<file path="config.mk">
export PLATFORM = sky130hd
export DESIGN_NAME = spi_clk_gen
export DESIGN_NICKNAME = d
export VERILOG_FILES = /design/src/rtl/spi_clkgen_pkg.sv /design/src/rtl/spi_clkgen_tick.sv /design/src/rtl/spi_clk_gen.sv
export SDC_FILE = /design/constraint.sdc
export NUM_CORES = 1
export LEC_CHECK = 0
export ABC_AREA = 1
export CAP_MARGIN = 25
export CORE_MARGIN = 2
export CORE_UTILIZATION = 52
export CTS_BUF_LIST = sky130_fd_sc_hd__clkbuf_8
export CTS_CLUSTER_DIAMETER = 100
export CTS_CLUSTER_SIZE = 24
export DETAILED_ROUTE_END_ITERATION = 6
export PLACE_DENSITY = 0.78
export SLEW_MARGIN = 20
export SYNTH_ARGS = -nofsm -noshare
export SYNTH_HDL_FRONTEND = slang
export SYNTH_SLANG_ARGS = --single-unit
</file>
<file path="constraint.sdc">
create_clock -name CLK -period 1.8 [get_ports CLK]
set_input_delay 0.36 -clock CLK [delete_from_list [all_inputs] [get_ports CLK]]
set_output_delay 0.36 -clock CLK [all_outputs]
set_load 0.02 [all_outputs]
</file>
<file path="src/rtl/spi_clkgen_pkg.sv">
// spi_clkgen_pkg: shared types and constants for the SPI SCLK generator.
//   state_t     : burst FSM states (IDLE, RUN)
//   CNT_W_DEF   : default width of the half-period divisor / prescale counter
//   NCYC_W_DEF  : default width of the burst length
//   SCLK_RST    : SCLK level while reset is asserted
package spi_clkgen_pkg;

  typedef enum logic {
    IDLE = 1'b0,
    RUN  = 1'b1
  } state_t;

  localparam int   CNT_W_DEF  = 16;
  localparam int   NCYC_W_DEF = 8;
  localparam logic SCLK_RST   = 1'b0;

endpackage

</file>
<file path="src/rtl/spi_clkgen_tick.sv">
// spi_clkgen_tick: prescale counter for the SCLK generator.
// Counts 0..div_q and wraps, so tc fires once every div_q+1 cycles while
// clear is low. clear holds the count at zero and suppresses tc.
// Ports:
//   CLK, RST : clock, asynchronous active-high reset
//   clear    : hold counter at zero (idle / abort)
//   div_q    : latched half-period minus one
//   tc       : terminal count, high in the cycle before SCLK must toggle
module spi_clkgen_tick
  import spi_clkgen_pkg::*;
#(
  parameter int CNT_W = CNT_W_DEF
) (
  input  logic             CLK,
  input  logic             RST,
  input  logic             clear,
  input  logic [CNT_W-1:0] div_q,
  output logic             tc
);

  logic [CNT_W-1:0] cnt;
  logic             at_end;

  assign at_end = (cnt == div_q);
  assign tc     = !clear && at_end;

  always_ff @(posedge CLK or posedge RST) begin
    if (RST) begin
      cnt <= '0;
    end else if (clear || at_end) begin
      cnt <= '0;
    end else begin
      cnt <= cnt + 1'b1;
    end
  end

endmodule

</file>
<file path="src/rtl/spi_clk_gen.sv">
// spi_clk_gen: runtime-programmable SCLK burst generator for the SPI master.
// On START (in IDLE, without ABORT) latches DIV/NCYC/CPOL and emits NCYC
// SCLK cycles, each half-period DIV+1 CLK cycles, with one-cycle strobes
// on leading (away from CPOL) and trailing (back to CPOL) edges. DONE pulses
// on the last trailing edge; BUSY covers the burst. All outputs registered.
// Optional build macro SPI_CLKGEN_FREE_RUN_EN adds input FREE: when latched
// high the burst ignores NCYC and runs until ABORT, never pulsing DONE.
// Ports:
//   CLK, RST           : clock, asynchronous active-high reset
//   START, ABORT       : burst request / immediate termination (ABORT wins)
//   DIV, NCYC, CPOL    : half-period-1, burst length, idle level
//   FREE               : free-running burst (only with SPI_CLKGEN_FREE_RUN_EN)
//   SCLK               : serial clock
//   LEAD_STB/TRAIL_STB : edge strobes coincident with SCLK changes
//   BUSY, DONE         : burst active / normal completion pulse
module spi_clk_gen
  import spi_clkgen_pkg::*;
#(
  parameter int CNT_W  = CNT_W_DEF,
  parameter int NCYC_W = NCYC_W_DEF
) (
  input  logic              CLK,
  input  logic              RST,
  input  logic              START,
  input  logic              ABORT,
  input  logic [CNT_W-1:0]  DIV,
  input  logic [NCYC_W-1:0] NCYC,
  input  logic              CPOL,
`ifdef SPI_CLKGEN_FREE_RUN_EN
  input  logic              FREE,
`endif
  output logic              SCLK,
  output logic              LEAD_STB,
  output logic              TRAIL_STB,
  output logic              BUSY,
  output logic              DONE
);

  state_t            state, state_n;
  logic [CNT_W-1:0]  div_q;
  logic [NCYC_W-1:0] ncyc_q;
  logic [NCYC_W-1:0] edge_cnt, edge_n, edge_inc;
  logic              cpol_q, cpol_n;
  logic              sclk_q, sclk_n;
  logic              lead_q, lead_n;
  logic              trail_q, trail_n;
  logic              busy_q, busy_n;
  logic              done_q, done_n;
  logic              latch;
  logic              tick_clear;
  logic              tc;
  logic              free_q;
  logic              start_free;

`ifdef SPI_CLKGEN_FREE_RUN_EN
  assign start_free = FREE;

  always_ff @(posedge CLK or posedge RST) begin
    if (RST) begin
      free_q <= 1'b0;
    end else if (latch) begin
      free_q <= FREE;
    end
  end
`else
  assign start_free = 1'b0;
  assign free_q     = 1'b0;
`endif

  // Counter only runs in RUN; abort clears it on the same edge as the FSM.
  assign tick_clear = (state == IDLE) || ABORT;

  spi_clkgen_tick #(
    .CNT_W (CNT_W)
  ) u_tick (
    .CLK   (CLK),
    .RST   (RST),
    .clear (tick_clear),
    .div_q (div_q),
    .tc    (tc)
  );

  // edge_cnt < ncyc_q throughout RUN, so the increment cannot wrap.
  assign edge_inc = edge_cnt + 1'b1;

  always_comb begin
    state_n = state;
    sclk_n  = sclk_q;
    lead_n  = 1'b0;
    trail_n = 1'b0;
    busy_n  = busy_q;
    done_n  = 1'b0;
    edge_n  = edge_cnt;
    cpol_n  = cpol_q;
    latch   = 1'b0;
    case (state)
      IDLE: begin
        sclk_n = cpol_q;
        if (START && !ABORT) begin
          // A zero-length burst completes at once without touching SCLK.
          if ((NCYC == '0) && !start_free) begin
            done_n = 1'b1;
          end else begin
            latch   = 1'b1;
            cpol_n  = CPOL;
            sclk_n  = CPOL;
            busy_n  = 1'b1;
            edge_n  = '0;
            state_n = RUN;
          end
        end
      end
      RUN: begin
        if (ABORT) begin
          state_n = IDLE;
          busy_n  = 1'b0;
          sclk_n  = cpol_q;
          edge_n  = '0;
        end else if (tc) begin
          sclk_n = ~sclk_q;
          if (sclk_q == cpol_q) begin
            lead_n = 1'b1;
          end else begin
            trail_n = 1'b1;
            if (!free_q) begin
              edge_n = edge_inc;
              if (edge_inc == ncyc_q) begin
                state_n = IDLE;
                busy_n  = 1'b0;
                done_n  = 1'b1;
              end
            end
          end
        end
      end
      default: state_n = IDLE;
    endcase
  end

  always_ff @(posedge CLK or posedge RST) begin
    if (RST) begin
      state    <= IDLE;
      sclk_q   <= SCLK_RST;
      lead_q   <= 1'b0;
      trail_q  <= 1'b0;
      busy_q   <= 1'b0;
      done_q   <= 1'b0;
      edge_cnt <= '0;
      cpol_q   <= 1'b0;
    end else begin
      state    <= state_n;
      sclk_q   <= sclk_n;
      lead_q   <= lead_n;
      trail_q  <= trail_n;
      busy_q   <= busy_n;
      done_q   <= done_n;
      edge_cnt <= edge_n;
      cpol_q   <= cpol_n;
    end
  end

  // Burst parameters are data: only meaningful once latched, so no reset.
  always_ff @(posedge CLK) begin
    if (latch) begin
      div_q  <= DIV;
      ncyc_q <= NCYC;
    end
  end

  assign SCLK      = sclk_q;
  assign LEAD_STB  = lead_q;
  assign TRAIL_STB = trail_q;
  assign BUSY      = busy_q;
  assign DONE      = done_q;

endmodule
</file>
# After elaboration in Yosys (flattened, before gate mapping)
# Cells that the tools add are included.
# word_totals
in_bits	29
mem_bits_rw	0
reg_bits	55
out_inout_bits	5
romBits	0
n_memories	0
latch_bits	0
# op_classes
magnitude_cmp	0
shifts	0
n_mul	0
div	0
n_addsub	2
n_reduce_logical	9
muxes	42
bitwise	2
eq_ne	8
# op_table
op	n
8-bit two-way mux	5
1-bit two-way mux	31
16-bit by 1-bit adder with 16-bit output (second input constant)	1
16-bit == test	1
16-bit two-way mux	1
8-bit case mux with 2 select lines	1
8-bit by 1-bit adder with 8-bit output (second input constant)	1
8-bit == test	1
8-bit zero test	1
1-bit case mux with 2 select lines	4
3-bit by 2-bit != test with 1-bit output (second input constant)	2
5-bit AND reduction	1
4-bit AND reduction	1
3-bit != test (second input constant)	1
1-bit logical AND	2
1-bit zero test	2
1-bit logical OR	2
2-bit by 1-bit != test with 1-bit output (second input constant)	1
2-bit != test (second input constant)	1
1-bit inverter	2
1-bit == test	1

# Longest topological paths before layout
# depth
word_depth	7
mapped_depth	14
mapped_depth_nobuf	14

# By module
# From an unflattened synthesis, not the netlist that was laid out.
# hier_totals
hier_cells	345
area_unflattened_um2	2859.0
# by_module_without_submodules
module	area_each_um2	instances	cells_each	seq_area_each_um2
spi_clk_gen	1682.9	1	164	1096.1
spi_clkgen_tick	1176.1	1	181	400.4

# Worst setup path after synthesis
# No wires, ideal clock.
# synth_timing
path_kind	input to register
start	in START
end	reg div_q[0] (enable)
arrival_time_ns	1.719
n_path_buf	0
path_stages	4
setup_slack_ns	-0.325
setup_ns	0.406
path_cell_list	inv_1 nor2_1 o21ai_0 nor2_1
# synth_via
elab_chain_len	3
# synth_lines
element	line	rtl
from (decl)	spi_clk_gen.sv:24	input logic START,
1-bit logical AND	spi_clk_gen.sv:99	if (START && !ABORT) begin
1-bit two-way mux	spi_clk_gen.sv:99	
1-bit two-way mux	spi_clk_gen.sv:96	case (state)
via latch	spi_clk_gen.sv:49	logic latch;
to (signal assigned)	spi_clk_gen.sv:165	div_q <= DIV;
to (decl)	spi_clk_gen.sv:40	logic [CNT_W-1:0] div_q;
# The timed path passes the listed nets, and every way through them passes these cells.
# A chain may end at the register's enable or synchronous reset.

# Worst setup path after layout
# layout_timing
start	reg u_tick.cnt[0]
end	reg u_tick.cnt[12]
# layout_via
elab_chain_len	3
word_cells_on_any_way	4
# layout_lines
element	line	rtl
from (decl)	spi_clkgen_tick.sv:21	logic [CNT_W-1:0] cnt;
from (signal assigned)	spi_clkgen_tick.sv:33	cnt <= cnt + 1'b1;
parallel branches: the longest is 2 deep, another holds 16-bit by 1-bit adder with 16-bit output	-	
16-bit two-way mux (*)	spi_clkgen_tick.sv:30	end else if (clear || at_end) begin
# Every way passes the cells marked *.

==> impl_results.md <==
- Switching share of power: 23.9%
- Worst setup SP type: flop
- Nets@finish: 392
- Sequential area share after synthesis: a little under three fifths
- Clock network fraction of total power: 27.0%
- Die Ht: 76.2 um
- Yosys reg bits: 55
- Minimum clock period: 1.71 ns
- Critical R2R Launch: u_tick.cnt[0]
- Detail Route Antenna Nets: 0
- Total GRT Usage: 19.9%
- Status: finished clean
- Placed cell area: 0.00324 sq mm
- Flop pwr share: 59.4%
- PortBufs: 33
- Routed wire length per instance: around 13 um
- DRT iter0 DRCs: 99
- Simple-gate share of the synthesized area: 25.9%
- Cell family with most CP delay: simple AND/OR/NAND/NOR gates
- Layout cells sized above 1: 16.9%
- P&R area growth vs syn: 27.5%
- Worst path bufs/invs: 2
- CTS root buf: clkbuf_8
- Crit path from: u_tick.cnt[0]
- Max Slew Vio Count: 0
- Period utilization: 95.0%
- Synth Area in Compound Gates: 5.91%
- Hold Fails Final Rpt: 0
- Power Total: ~2.3 mW
- CTS sink cnt: 55
- Pleak: 1.47 nW
- # DRC: 0
- DRT Pass-1 Iters: 4
- Global-route congestion overflow total: 0
- Max Clk Rate: 585 MHz
- VDD IR-drop max: 0.000449 V
- Worst-path fanout max: 3
- Routability Congestion: 0.853
- FF-to-FF path depth: 11
- Final setup vio count: 0
- Clock Latency Late Sink: 0.31 ns
- CP Cell Sequence: ha_2 > nand2_1 > inv_1 > nand2_1 > nor2_2 > nand3b_1 > nor2_2 > nand3_2 > o21ai_1 > inv_1 > nor3_2
- Initial antenna violation count: 0
- Adder-Cell Fraction of Synth Area: 0.923%
- Max Used Layer: met4
- Most frequent cells in the layout: nand2_1, inv_1, clkdlybuf4s50_1, nor2_1, dfrtp_1
- Gate power share: a little over an eighth
- Int Pwr: 1.79 mW
- Distinct cell type count after synthesis: 33
- Setup TNS: 0 ns
- Hold Buf Count CTS: 0
- Clk buf depth: 2
- Row count: 26
- RSZ-0062 raised after global routing: true
- Min-Delay Path Class: input pin to asynchronous set/reset pin
- Dpl ws: -0.138 ns
- Slowest stage delay, CP: approximately 0.40 ns
- Starting Density: 53.4%
- Post-DP HPWL: just over 4000 um
- First-pass GRT wire length: between 9000 and 10,000 um
- Crit path capture type: flop
- Avg Inst Size Synth: 9.01 sq um
- WL met1: 2400 um
- Max-slew headroom: between 70% and 80%
- Vias in the first global route: 2,018
- Reg2reg setup slack: 0.09 ns
- Critical path's slowest cell: dfrtp_1
- Critical Path AT: 1.95 ns
- Chip Width: 76.2 um
- Largest net degree at the start of global routing: 32
- H-tree Lvls: 2
- I/O Pins: 34
- Reg2reg end: u_tick.cnt[12]
- Met2 wire len: 2740 um
- ANT cells: 0
- Xor and xnor area share after synthesis: 6.14%
- Critical Path RT: 2.03 ns
- Die area: 0.00581 sq mm
- Vias: 2,167
- Crit Path Category: flop to flop
- Metal3 WL: 237 um
- Main combinational cell family by area after synthesis: simple AND/OR/NAND/NOR gates
- Design area: 0.00346 sq mm
- Syn Inst Count: ~300
- TritonCTS Buffers: 5
- Commonest non-fill, non-tap cell in the layout: nand2_1
- Mapped Nets: 332
- Total wire length: 5450 um
- Final worst slack: 0.0898 ns
- Syn Std Cell Area: about 0.0027 sq mm
- Mux cell area share after synthesis: 0%
- Worst-path clk slew: 0.09 ns
- Worst Tran Pin Value: between 0.4 and 0.5 ns
- Yosys Warn Count: 0
- Vias/cell: about 5.0
- Sw Pwr: 0.562 mW
- CTS tree: done
- Max-cap viol count: 0
- Layout Skew: 0.00875 ns
- Cell area power density: 679 mW/mm^2
- Core area: 0.00507 sq mm
[layer usage]
metal  track usage (%)  vias up
met5                 0        -
met4              5.27        0
met3              4.27        6
met2              33.3       55
met1              26.5     1010
li1                  -     1096
[worst register-to-register path, cell delays in order, from the launching register on]
cell,delay [ns]
dfrtp_1,0.40
ha_2,0.21
nand2_1,0.05
inv_1,0.07
nand2_1,0.09
nor2_2,0.13
nand3b_1,0.10
nor2_2,0.19
nand3_2,0.11
o21ai_1,0.14
inv_1,0.06
nor3_2,0.09
[registers in the layout (all words and copies together), names as in the netlist, 8 cells and up]
signal      count
edge_cnt        8
ncyc_q          8
u_tick.cnt     16
div_q          16
[worst max-delay path by stage]
stage | end | cells past startpoint
after floorplan | div_q[0] | 4
after global placement | edge_cnt[6] | 10
after detailed placement | edge_cnt[6] | 10
after CTS | u_tick.cnt[12] | 11
final | u_tick.cnt[12] | 11
after global routing | u_tick.cnt[12] | 11
[layout make-up]
class	instances	area (sq um)
sequential	55	1500
fill	425	1620
inverter	39	149
tap	70	87.6
clock buffer	5	68.8
clock inverter	3	12.5
timing repair buffer	55	512
multi-input combinational	205	1130
[per-stage QoR]
stage,hold slack (ns),instances,util [%]
4_1_cts,0.454,425,65.5
5_1_grt,0.496,432,68.1
2_1_floorplan,0.459,301,-
3_3_place_gp,0.479,417,63.9
6_report,0.435,432,68.1
3_5_place_dp,0.472,417,63.9
[synthesized netlist by cell type (all sizes together)]
cell	count	area [sq um]
a21oi	6	30.0
nand3b	3	22.5
xnor2	2	17.5
nor3	8	45.0
a22oi	1	7.51
o21a	2	15.0
nor2	43	176
edfxtp	24	721
ha	2	25.0
nand2	69	279
xor2	17	149
nor3b	3	22.5
nand3	25	125
nand4	2	12.5
buf	2	12.5
nor4	2	12.5
o21ai	13	65.1
o22ai	2	12.5
and3	1	6.26
inv	39	149
o211ai	1	7.51
a21boi	1	7.51
dfrtp	31	776
o21bai	2	15.0
[kinds of logic after synthesis]
family / after synthesis
fa+ha+maj: 2
simple gates: 156
buf+inv: 41
xor+xnor: 19
compound gates: 28
flops: 55
[power by group through the flow]
| stage | Clock, mW | Sequential, mW | Combinational [mW] |
|---|---|---|---|
| after floorplan | 0 | 1.43 | 0.143 |
| after global placement | 0 | 1.42 | 0.307 |
| after detailed placement | 0 | 1.42 | 0.314 |
| after CTS | 0.640 | 1.40 | 0.316 |
| after global routing | 0.702 | 1.40 | 0.362 |
| final | 0.633 | 1.40 | 0.319 |
[timing repair]
item | in CTS | in global routing
gates resized for setup | 0 | 23
setup endpoints to repair | 0 | 10
setup buffers | 0 | 7
No activity file was read; power rests on OpenSTA's default activity.
